File: src/rtl/mouse_hit_detector.sv
// Turns left-button clicks into single hit events for the 3x3 mole grid and
// hands them to the game FSM over a valid/ready handshake.
module mouse_hit_detector #(
  parameter int GRID_X0 = 80,
  parameter int GRID_Y0 = 60,
  parameter int CELL_W  = 160,
  parameter int CELL_H  = 120
) (
  input  logic       clk,
  input  logic       reset,
  input  logic       enable,
  input  logic [9:0] x_pos,
  input  logic [9:0] y_pos,
  input  logic       left_btn,
  input  logic       hit_ready,
  output logic       hit_valid,
  output logic [3:0] hit_idx,
  output logic       hit_miss,
  output logic [9:0] hit_x,
  output logic [9:0] hit_y,
  output logic [7:0] drop_cnt,
  output logic       busy
);

  typedef enum logic [1:0] {
    IDLE,
    CLASSIFY,
    PRESENT
  } state_t;

  localparam logic [10:0] X0 = 11'(GRID_X0);
  localparam logic [10:0] Y0 = 11'(GRID_Y0);
  localparam logic [10:0] CW = 11'(CELL_W);
  localparam logic [10:0] CH = 11'(CELL_H);
  localparam logic [1:0]  OUTSIDE = 2'd3;

  state_t     state;
  logic       btn_q;
  logic       click;
  logic [1:0] col;
  logic [1:0] row;
  logic       cls_miss;
  logic [3:0] cls_idx;

  // Bounds are widened to 11 bits so the far edge (origin + 3 cells) never wraps.
  function automatic logic [1:0] axis_cell(input logic [10:0] v,
                                           input logic [10:0] lo,
                                           input logic [10:0] w);
    logic [10:0] b1;
    logic [10:0] b2;
    logic [10:0] b3;
    b1 = lo + w;
    b2 = b1 + w;
    b3 = b2 + w;
    if (v < lo || v >= b3) return OUTSIDE;
    else if (v < b1)       return 2'd0;
    else if (v < b2)       return 2'd1;
    else                   return 2'd2;
  endfunction

  assign click = left_btn & ~btn_q & enable;
  assign busy  = (state != IDLE);

  always_comb begin
    col      = axis_cell({1'b0, hit_x}, X0, CW);
    row      = axis_cell({1'b0, hit_y}, Y0, CH);
    cls_miss = (col == OUTSIDE) || (row == OUTSIDE);
    cls_idx  = cls_miss ? 4'hF : ({2'b00, row} * 4'd3 + {2'b00, col});
  end

  // NOTE: every register here is state, so all updates use <= to avoid
  // order-dependent simulation races between this block and its readers.
  always_ff @(posedge clk or posedge reset) begin
    if (reset) begin
      state     <= IDLE;
      btn_q     <= 1'b0;
      hit_valid <= 1'b0;
      hit_idx   <= 4'hF;
      hit_miss  <= 1'b0;
      hit_x     <= '0;
      hit_y     <= '0;
      drop_cnt  <= '0;
    end else begin
      btn_q <= left_btn;
      unique case (state)
        IDLE: begin
          if (click) begin
            hit_x <= x_pos;
            hit_y <= y_pos;
            state <= CLASSIFY;
          end
        end
        CLASSIFY: begin
          hit_idx   <= cls_idx;
          hit_miss  <= cls_miss;
          hit_valid <= 1'b1;
          state     <= PRESENT;
          if (click && drop_cnt != 8'hFF) drop_cnt <= drop_cnt + 8'd1;
        end
        PRESENT: begin
          if (hit_ready) begin
            hit_valid <= 1'b0;
            // A click coinciding with the handshake starts the next event directly.
            if (click) begin
              hit_x <= x_pos;
              hit_y <= y_pos;
              state <= CLASSIFY;
            end else begin
              state <= IDLE;
            end
          end else if (click && drop_cnt != 8'hFF) begin
            drop_cnt <= drop_cnt + 8'd1;
          end
        end
        default: state <= IDLE;
      endcase
    end
  end

endmodule

File: config.mk
export PLATFORM = sky130hd
export DESIGN_NAME = mouse_hit_detector
export DESIGN_NICKNAME = d
export VERILOG_FILES = /design/src/rtl/mouse_hit_detector.sv
export SDC_FILE = /design/constraint.sdc
export NUM_CORES = 1
export LEC_CHECK = 0
export CORE_ASPECT_RATIO = 1.5
export CORE_MARGIN = 4
export CORE_UTILIZATION = 30
export DETAILED_ROUTE_END_ITERATION = 12
export HOLD_SLACK_MARGIN = 0.02
export PLACE_DENSITY = 0.54
export SYNTH_ARGS = -nofsm -noshare
export SYNTH_HDL_FRONTEND = slang
export SYNTH_SLANG_ARGS = --single-unit
File: constraint.sdc
create_clock -name clk -period 3.13 [get_ports clk]
set_input_delay 0.7825 -clock clk [delete_from_list [all_inputs] [get_ports clk]]
set_output_delay 0.7825 -clock clk [all_outputs]
set_load 0.01 [all_outputs]
* Yosys cells after proc, flatten, opt, wreduce, memory -nomap -nowiden
Index checks and enable logic that the tools add are counted.
Storage, ports and cells: register bits 37, output and inout port bits 35, word-level logic and storage cells 64
Operators by class: add/subtract/negate cells 2, multiply operators 1, magnitude comparators 8, equality and inequality tests 8, multiplexer cells 22, bitwise gates (word level) 3, reduce and logical (&&, ||, !) cells 12
Operators with widths (count):
- 2-to-1 mux 10 bit | 4
- one-hot mux 10 bit (2 select lines) | 2
- < comparator 10 x 8 -> 1 bit (second input constant) | 2
- < comparator 10 x 9 -> 1 bit (second input constant) | 2
- 2-to-1 mux 2 bit | 8
- 2-to-1 mux 8 bit | 2
- one-hot mux 8 bit (2 select lines) | 1
- >= comparator 10 bit (second input constant) | 1
- >= comparator 10 x 9 -> 1 bit (second input constant) | 1
- < comparator 10 x 6 -> 1 bit (second input constant) | 1
- < comparator 10 x 7 -> 1 bit (second input constant) | 1
- adder 8 x 1 -> 8 bit (second input constant) | 1
- != test 8 bit (second input constant) | 1
- AND reduction 2 bit | 4
- == test 2 bit (second input constant) | 3
- != test 2 bit (second input constant) | 3
- one-hot mux 2 bit (3 select lines) | 1
- nonzero test 2 bit | 3
- adder 4 x 2 -> 4 bit | 1
- multiplier 2 x 2 -> 4 bit (second input constant) | 1
- 2-to-1 mux 4 bit | 1
- logical OR 1 bit | 3
- AND 1 bit | 2
- == test 2 x 1 -> 1 bit (second input constant) | 1
- other kinds (5) | 6

* Longest topological paths before layout
word-level depth 7, depth in mapped cells 9, gate-level depth less buffers 9

* Worst setup path before layout
No wires, ideal clock.
path type register to register, start point register hit_y[6], end point register hit_idx[2], data arrival time 2.149 ns, setup slack 0.904 ns, cell stages (with the launch flop) 9, buffers on the path 0, period minus slack after synthesis 2.226 ns, cell sequence dfrtp_1 > or3_1 > o221ai_2 > a21oi_1 > ha_1 > ha_1 > inv_1 > fa_1 > a31oi_1
On the way: cells in the longest elaborated chain, start to end 7, elaborated cells between the ends (all ways) 13
RTL lines:
- start, declared | line 20 | output logic [9:0] hit_y,
- start signal, assigned | line 89 | hit_y <= y_pos;
- start signal, assigned | line 106 | hit_y <= y_pos;
- < comparator 10 x 9 -> 1 bit | line 57 | else if (v < b2) return 2'd1;
- 2-to-1 mux 2 bit | line 57
- 2-to-1 mux 2 bit | line 56 | else if (v < b1) return 2'd0;
- 2-to-1 mux 2 bit (*) | line 55 | if (v < lo || v >= b3) return OUTSIDE;
- multiplier 2 x 2 -> 4 bit or == test 2 bit (tied branches) | line 68, 67
- adder 4 x 2 -> 4 bit or logical OR 1 bit (tied branches) | line 68, 67
- 2-to-1 mux 4 bit (*) | line 68 | cls_idx = cls_miss ? 4'hF : ({2'b00, row} * 4'd3 + {2'b00, col});
- end signal, assigned | line 94 | hit_idx <= cls_idx;
- end, declared | line 17 | output logic [3:0] hit_idx,
Mark *: on every way between the ends. The rest lies on a longest branch, timed or not. A chain may end at the register's enable or synchronous reset.

* Final worst setup path
Same ends and word-level chain as after synthesis.

==> flow_summary.rst <==
.. list-table::
   :header-rows: 1

   * - Metric
     - Value
   * - Outcome
     - completed
   * - Number of input and output port buffers inserted
     - 59
   * - Number of H-tree branching levels
     - 2
   * - Clock tree from TritonCTS
     - yes
   * - Number of distinct library cells after synthesis
     - 39
   * - Startpoint of the most critical setup path
     - hit_y[6]$_DFFE_PP0P_
   * - CP Data Arrival Time
     - 2.58 ns
   * - GPL Wtd Cong
     - 0.711
   * - Die boundary height
     - 102 um
   * - Top cells by count, synth
     - 33 x sky130_fd_sc_hd__dfrtp_1, 19 x sky130_fd_sc_hd__mux2_2, 11 x sky130_fd_sc_hd__nor2_1
   * - Actual slew at the worst max-slew pin
     - 0.472 ns
   * - Reg2Reg Capture Point
     - hit_idx[2]$_DFFE_PP1P_
   * - Critical path buffer and inverter count
     - 1
   * - Post-synth top flop
     - sky130_fd_sc_hd__dfrtp_1
   * - Grt ovf
     - 0
   * - Reported max-cap violation count
     - 0
   * - Detailed-route vias per instance
     - 4.72
   * - Layout fillers
     - 587
   * - Fraction of the yosys area taken by sequential cells
     - 0.526
   * - Dominant cell by count in the synthesized netlist
     - sky130_fd_sc_hd__dfrtp_1
   * - Launching element type of the critical path
     - flip-flop
   * - Largest net degree at the start of global routing
     - 38
   * - Number of warnings issued by yosys
     - 0
   * - Setup repair after global routing missed its margin
     - false
   * - Classification of the worst-slack hold path
     - reg -> reg
   * - Number of gates resized after cts
     - 0
   * - Hold slack final
     - 0.498 ns
   * - Register area
     - 931 um^2
   * - Final WS setup
     - 0.764 ns
   * - Cell Count Post-Placement
     - 280
   * - Layout overhead on the synthesized area
     - 45.3%
   * - Async set-or-reset flop fraction in the synthesized netlist
     - 1.00
   * - Post-Synthesis Net Count
     - 180
   * - Minimum setup slack after placement
     - 0.744 ns
   * - Clock-pin slew reported for the worst setup and hold paths after clock tree synthesis
     - 0.08 ns
   * - Drt initial violations
     - 38
   * - Worst Skew
     - 0.00950 ns
   * - Longest Clk Path Bufs
     - 2
   * - Leakage
     - 1.06 nW
   * - Total Negative Setup Slacks
     - 0 ns
   * - First-pass DRT Iterations
     - 3
   * - Fraction of layout instances using a drive strength above 1
     - 0.190
   * - Slew Limit Fails
     - 0
   * - Achievable frequency
     - 0.423 GHz
   * - Beginning of the worst register-to-register path
     - hit_y[6]$_DFFE_PP0P_
   * - Master cell of the clock root buffer
     - sky130_fd_sc_hd__clkbuf_8
   * - Via count of the first global-routing pass
     - 1406
   * - Cell count after synthesis
     - 150
   * - Synthesized area per cell
     - 11.8 um^2
   * - First-pass GRT wire length
     - 6.71 mm
   * - Worst hold stages
     - 2
   * - Peak supply drop
     - 0.000316 V
   * - Cell-by-cell trace of the critical path
     - or3_1, o221ai_2, a21oi_1, ha_1, ha_1, inv_1, fa_1, a31oi_1
   * - Post-DRT Antenna Nets
     - 0
   * - Core Area
     - 5790 um^2
   * - Half-perimeter wire length after placement
     - 2.99 mm
   * - Antenna Diode Count
     - 0
   * - Crit-path leading delay family
     - adder cells
   * - Number of standard cells in the final layout excluding fillers
     - 288
   * - Antenna violations before repair
     - 0
   * - Total Wirelength
     - 3.98 mm
   * - Largest area contributor in the synthesized netlist
     - sky130_fd_sc_hd__dfrtp_1
   * - Flops & latches, synth
     - 37
   * - Time the worst path needs with I/O delays and setup
     - 2.37 ns
   * - Wire length per cell after detailed routing
     - 13.8 um
   * - Via count of the routed design
     - 1358
   * - Worst-skew pair later-pin latency
     - 0.29 ns
   * - Total CTS buffers
     - 5
   * - Number of DRC violations after detailed routing
     - 0
   * - Delay of the slowest cell on the worst path
     - 0.45 ns
   * - I/O pins
     - 60
   * - Max FO, Critical Path
     - 7
   * - Final clock period utilization by the worst path
     - 0.756
   * - Endpoint class of the critical path
     - flip-flop
   * - Required time reported for the critical path endpoint
     - 3.34 ns
   * - Area used by multi-input combinational logic
     - 798 um^2
   * - Depth of the worst register-to-register path
     - 8
   * - Endpoint of the worst hold-timing path
     - hit_idx[3]$_DFFE_PP1P_
   * - Hold path startpoint
     - hit_idx[3]$_DFFE_PP1P_
   * - Die X
     - 70.7 um
   * - PwrDens
     - 675 nW/um^2
   * - All-layer global routing usage
     - 0.118
   * - Count of flip-flops with a built-in enable after synthesis
     - 0
   * - Count of final setup violators
     - 0
   * - Area share of the leading cell type in the synthesized netlist
     - 0.467
   * - Max transition margin
     - 0.685
   * - Starting density of the core
     - 0.306
   * - Post-CTS Hold Buffers
     - 0
   * - Critical path class
     - reg -> reg
   * - DIE AREA
     - 7220 um^2
   * - Slowest cell on the critical path
     - sky130_fd_sc_hd__dfrtp_1
   * - Critical Path Most Common Cell
     - sky130_fd_sc_hd__ha_1
   * - # nets final
     - 245
   * - Final hold vios
     - 0
   * - Placement Rows
     - 34
   * - Number of clock sinks
     - 37
   * - Synthesized cell area
     - 1770 um^2
   * - Buffers inserted during post-CTS setup optimization
     - 0
   * - Top cells by area, synth
     - sky130_fd_sc_hd__dfrtp_1 47%, sky130_fd_sc_hd__mux2_2 12%, sky130_fd_sc_hd__dfstp_2 5.9%
   * - Register-to-register setup slack
     - 0.76 ns
## where the power goes
| group | internal (W) | switching, W |
|---|---|---|
| logic | 0.000353 | 0.000244 |
| registers | 0.000598 | 0.000111 |
| clock network | 0.000259 | 0.000171 |
| total | 0.00121 | 0.000526 |
## worst reg2reg max path: stages, from the launching register on
cell and delay (ns):
sky130_fd_sc_hd__dfrtp_1 0.45, sky130_fd_sc_hd__or3_1 0.40, sky130_fd_sc_hd__o221ai_2 0.26, sky130_fd_sc_hd__a21oi_1 0.08, sky130_fd_sc_hd__ha_1 0.29, sky130_fd_sc_hd__ha_1 0.19
sky130_fd_sc_hd__inv_1 0.07, sky130_fd_sc_hd__fa_1 0.41, sky130_fd_sc_hd__a31oi_1 0.13
## cell type report
type / instances / share of cell area
clock buffers: 6 / 0.0321
clock inverters: 2 / 0.0146
inverters: 7 / 0.0102
multi-input cells: 103 / 0.310
flip-flops and latches: 37 / 0.362
well taps: 72 / 0.0350
repair buffers: 61 / 0.236
## cells by family (layout without fill, tap and decap cells)
family | after synthesis | count (layout) | synth area share
AND/OR/NAND/NOR | 42 | 42 | 0.132
flip-flops | 37 | 37 | 0.526
AO/OA/AOI/OAI | 29 | 29 | 0.115
multiplexers | 22 | 22 | 0.140
buffers and inverters | 10 | 76 | 0.0226
adder cells (fa/ha/maj) | 5 | 5 | 0.0396
XOR/XNOR | 5 | 5 | 0.0248
## worst max path at each step
stage                                    endpoint  depth (start not counted)
after floorplan            hit_idx[2]$_DFFE_PP1P_                          8
after global placement    drop_cnt[1]$_DFFE_PP0P_                          5
after detailed placement  drop_cnt[1]$_DFFE_PP0P_                          5
after CTS                  hit_idx[2]$_DFFE_PP1P_                          8
after global routing       hit_idx[2]$_DFFE_PP1P_                          8
final                      hit_idx[2]$_DFFE_PP1P_                          8
## cell usage in the layout, fill, tap and decap left out, types with 2 or more instances in the layout
| cell type | n |
|---|---|
| sky130_fd_sc_hd__nand2_1 | 6 |
| sky130_fd_sc_hd__buf_4 | 2 |
| sky130_fd_sc_hd__mux2_1 | 3 |
| sky130_fd_sc_hd__nand3b_1 | 2 |
| sky130_fd_sc_hd__nor4_1 | 3 |
| sky130_fd_sc_hd__a31oi_1 | 4 |
| sky130_fd_sc_hd__nor2b_1 | 2 |
| sky130_fd_sc_hd__dfrtp_1 | 33 |
| sky130_fd_sc_hd__o21bai_1 | 2 |
| sky130_fd_sc_hd__a211oi_1 | 2 |
| sky130_fd_sc_hd__or2_2 | 2 |
| sky130_fd_sc_hd__dfstp_2 | 4 |
| sky130_fd_sc_hd__o211ai_1 | 2 |
| sky130_fd_sc_hd__ha_1 | 4 |
| sky130_fd_sc_hd__clkbuf_8 | 6 |
| sky130_fd_sc_hd__clkdlybuf4s50_1 | 59 |
| sky130_fd_sc_hd__xor2_1 | 5 |
| sky130_fd_sc_hd__inv_1 | 7 |
| sky130_fd_sc_hd__mux2_2 | 19 |
| sky130_fd_sc_hd__o21ai_0 | 5 |
| sky130_fd_sc_hd__a21oi_1 | 9 |
| sky130_fd_sc_hd__nor2_1 | 11 |
| sky130_fd_sc_hd__nand3_1 | 4 |
| sky130_fd_sc_hd__nand2b_1 | 2 |
## sequential cells by signal, summed over array words and instances, names as in the netlist
name,flops
btn_q,1
drop_cnt,8
hit_x,10
hit_valid,1
state,2
hit_y,10
hit_miss,1
hit_idx,4
## metal layers
layer,up-vias,GRT usage,wire length [um],share of wire
met1,647,0.140,1630,0.41
met4,0,0.0521,81,0.020
met2,36,0.194,2040,0.51
met3,6,0.0394,231,0.058
met5,-,0,0,0
li1,669,-,-,-
## stage by stage
step / power [W] / instance area [um^2] / utilization
5_1_grt: 0.00187 / 2570 / 0.444
2_1_floorplan: 0.00100 / 1770 / -
3_5_place_dp: 0.00133 / 2450 / 0.424
4_1_cts: 0.00177 / 2570 / 0.444
6_report: 0.00174 / 2570 / 0.444
3_3_place_gp: 0.00132 / 2450 / 0.424
(Power assumes the default switching activity.)
==> variant 1, RTL diff (same flow settings) <==
Encoding of `state_t`: now one-hot (3 bits for 3 states).
--- a/src/rtl/mouse_hit_detector.sv
+++ b/src/rtl/mouse_hit_detector.sv
@@ -24,6 +24,6 @@
 
-  typedef enum logic [1:0] {
-    IDLE,
-    CLASSIFY,
-    PRESENT
+  typedef enum logic [2:0] {
+    IDLE     = 3'b001,
+    CLASSIFY = 3'b010,
+    PRESENT  = 3'b100
   } state_t;
Behaviour: no difference found for any inputs over 4 cycles, from zero or initial values and one cycle with reset high; so few cycles prove little.
==> variant 1 against the original RTL <==
  * Critical endpoint unchanged
  * Synthesized area is 5.4% higher
  * Routed wire length is 6.8% higher
  * Final area is 5.0% higher
  * Power is 0.55% lower
  * Final cell count is 3.1% higher
  * First-iteration DRC count is 18% higher
  * Worst setup slack worse by 300 ps
  * Sequential cell count is 1 higher
  * Largest power group unchanged
  * Largest cell class unchanged
==> variant 1: results <==
set metrics [dict create \
    fin_skew_ps 5.09 \
    synth_area_per_cell_sq_um 11.7 \
    power_switching_uw 483 \
    reg2regPathDepth 9 \
    dpl-instance-area_sq_um 2560 \
    drtPass1Iterations 4 \
    power_frac_clock 0.298 \
    r2r_start "hit_y[4]" \
    vias 1430 \
    grt_pass1_wl_mm 7.13 \
    leakage_nw 1.11 \
    status "finished clean" \
    power_density_nw_per_um2 640 \
    grt_max_degree 39 \
    yosys-top-cells-count "33 x dfrtp_1, 20 x mux2_2, 16 x nor2_1" \
    dpl.hpwl_mm 3.09 \
    r2r_slack_ps 470 \
    gp_congestion 0.800 \
    grt_pass1_vias 1485 \
    critPathArrivalTime_ps 2870 \
    grt_use_total 0.119 \
    dpl.cell_count 289 \
    initialDrtViolationCount 45 \
    path_max_fanout 9 \
    n_fill_cell 577 \
    synth_area_leaders "dfrtp_1 44%, mux2_2 12%, dfstp_2 7.0%" \
]
[variant 1: per-layer routing]
layer / routed length (um) / track usage / up-vias
li1: - / - / 715
met3: 231 / 0.0355 / 6
met1: 1810 / 0.146 / 677
met4: 61 / 0.0396 / 0
met5: 0 / 0 / -
met2: 2150 / 0.198 / 32
[variant 1: kinds of logic (layout without fill, tap and decap cells)]
| kind of cell | after synthesis | in the layout | share of synthesized area |
|---|---|---|---|
| multiplexers | 22 | 22 | 0.135 |
| AND/OR/NAND/NOR | 46 | 46 | 0.133 |
| buffers and inverters | 10 | 76 | 0.0255 |
| AO/OA/AOI/OAI | 35 | 35 | 0.142 |
| adder cells (fa/ha/maj) | 5 | 5 | 0.0376 |
| XOR/XNOR | 3 | 3 | 0.0141 |
| flip-flops | 38 | 38 | 0.513 |
[variant 1: layout make-up]
cell class / count / share of cell area
clock buffers: 6 / 0.0306
clock inverters: 2 / 0.0223
inverters: 6 / 0.00834
multi-input cells: 111 / 0.324
flip-flops and latches: 38 / 0.355
well taps: 72 / 0.0334
repair buffers: 62 / 0.227
[variant 1: worst max-delay path, stage by stage (launching register included)]
cell      delay (ps)
dfrtp_1          430
nor3_1           220
nor4_1            80
a21oi_1          510
a21boi_0         260
ha_1             270
ha_1             190
inv_1             60
fa_1             410
a41oi_1          160
[variant 1: worst min-delay path by stage]
stage               depth (start not counted)          to  slack, ps
floorplan                                   2  hit_idx[0]        510
global placement                            1    hit_x[1]        490
detailed placement                          2  hit_idx[0]        490
CTS                                         2  hit_idx[0]        510
global route                                2  hit_idx[0]        510
finish                                      2  hit_idx[0]        500
[variant 1: stage by stage]
step | hold WS, ps | utilization
global placement | 491 | 0.432
finish | 501 | 0.456
CTS | 506 | 0.456
detailed placement | 494 | 0.432
floorplan | 506 | -
global route | 514 | 0.456
==> variant 2, RTL diff (same flow settings) <==
Made on the original files. The parameter `CELL_H` goes from 120 to 60.
--- a/src/rtl/mouse_hit_detector.sv
+++ b/src/rtl/mouse_hit_detector.sv
@@ -6,3 +6,3 @@
   parameter int CELL_W  = 160,
-  parameter int CELL_H  = 120
+  parameter int CELL_H  = 60
 ) (
Formal check against the unedited RTL: not equivalent (a bounded check fails within 4 cycles, from zero or initial values and one cycle with reset high).
==> variant 2 against the original RTL <==
  * Worst setup slack lost 12 ps
  * First-iteration DRC count grew 45%
  * Sequential cell count unchanged
  * Fmax down 0.51%
  * Synthesized area up 3.5%
  * Power decreased by 5.6%
  * Final area increased by 1.6%
  * Hold slack worse by 8.4 ps
  * Routed wire length down 2.5%
  * Combinational power fell by 12%
  * Global-route usage decreased by 0.44 points
  * Critical path type unchanged
  * Critical endpoint unchanged
  * Largest cell class unchanged
==> variant 2: results <==
set metrics [dict create \
    gp_congestion 0.719 \
    relSlewSlack 0.693 \
    yosys_warnings 0 \
    synth.net_count 188 \
    largestRegisters "hit_x (10), hit_y (10), drop_cnt (8)" \
    grt_pass1_wl_mm 6.74 \
    crit_family "adder cells" \
    ys_seq_area_frac 0.509 \
    antenna_found_initial 0 \
    dp_slack_ps 666 \
    synthCells 158 \
    n_fill_cell 589 \
    async_flop_share 1.00 \
    hold_class "flop to flop" \
    wl_mm 3.88 \
    drive_above_1_share 0.202 \
    crit_path_top_delay_cell "dfrtp_1" \
    vdd_drop_max_v 0.000318 \
    critPathArrivalTime_ps 2590 \
    grt_use_total 0.114 \
    grt_pass1_vias 1442 \
    path_max_fanout 6 \
    fin_skew_ps 4.93 \
    grt_max_degree 38 \
    status "finished clean" \
    yosys-top-cells-count "33 x dfrtp_1, 21 x mux2_2, 11 x nor2_1" \
    cts_buffer_depth 2 \
    leakage_nw 1.06 \
    synth_edf_count 0 \
    synth_area_leaders "dfrtp_1 45%, mux2_2 13%, dfstp_2 5.7%" \
    h-tree-depth 2 \
    drtPass1Iterations 4 \
    dpl.hpwl_mm 2.92 \
    viasPerCell 4.71 \
    cts_buffers 5 \
    ys_types 44 \
    cts_root_buffer "clkbuf_8" \
    cts_setup_buffers 0 \
    avgRoutedWirePerCell_um 13.2 \
    initialDrtViolationCount 55 \
    slowest_delay_ps 420 \
    dpl.cell_count 287 \
    final_nets 252 \
    clkSlewWorstSetupHoldPaths_ps 70 \
    postCtsResizedCells 0 \
]
-- variant 2: cell types whose count changed after synthesis, moves of 2 or more --
cell | unedited run | this run
nand3_1 | 4 | 8
nor3_1 | 1 | 5
nor4_1 | 3 | 0
a211oi_1 | 2 | 0
buf_2 | 2 | 0
buf_4 | 0 | 2
mux2_1 | 3 | 1
mux2_2 | 19 | 21
nand2_1 | 6 | 8
nor2b_1 | 2 | 0
nor3b_1 | 0 | 2
o21bai_1 | 2 | 0
xor2_1 | 5 | 3
-- variant 2: final cells by class --
| cell class | count | area [sq um] | area share |
|---|---|---|---|
| Clock inverter | 1 | 30.0 | 0.0115 |
| Inverter | 6 | 22.5 | 0.00862 |
| Tap cell | 72 | 90.1 | 0.0345 |
| Timing Repair Buffer | 61 | 606 | 0.232 |
| Multi-Input combinational cell | 111 | 847 | 0.324 |
| Clock buffer | 7 | 86.3 | 0.0330 |
| Sequential cell | 37 | 931 | 0.356 |
-- variant 2: worst register-to-register path: stages (launching register included) --
cell and delay (ps):
dfrtp_1 420, or3_1 410, a311o_1 370, ha_1 300, ha_1 190, inv_1 60, fa_1 410, a31oi_1 140
-- variant 2: kinds of logic after synthesis --
group	after synthesis	share of synthesized area
fa+ha+maj	6	0.0437
compound gates	25	0.0916
simple gates	54	0.173
mux	22	0.135
xor+xnor	4	0.0191
flops	37	0.509
buf+inv	10	0.0287
-- variant 2: metal layers --
| layer | part of all wire | global-route usage | up-vias |
|---|---|---|---|
| li1 | - | - | 698 |
| met3 | 0.054 | 0.0320 | 6 |
| met5 | 0 | 0 | - |
| met2 | 0.52 | 0.190 | 35 |
| met4 | 0.019 | 0.0484 | 0 |
| met1 | 0.40 | 0.133 | 651 |
-- variant 2: through the flow --
stage	area, sq um	power, mW
floorplan	1830	0.947
global placement	2500	1.24
detailed placement	2500	1.24
CTS	2610	1.68
global route	2610	1.76
finish	2610	1.64
-- variant 2: path summary, 6_finish.rpt --
path	slack, ps	to	cells after the start	start
setup / recovery	750	hit_idx[2]	7	hit_x[4]
hold / removal	490	hit_miss	2	hit_miss
setup reg to reg	750	hit_idx[2]	7	hit_x[4]
hold reg to reg	490	hit_miss	2	hit_miss
max in group asynchronous	1880	hit_idx[2]	3	reset
min in group asynchronous	900	drop_cnt[6]	3	reset
-- variant 2: power by group --
part | internal (mW) | switching (mW) | leakage [nW]
Clock | 0.260 | 0.161 | 0.0585
Combinational | 0.318 | 0.205 | 0.557
Sequential | 0.581 | 0.114 | 0.446
Total | 1.16 | 0.480 | 1.06
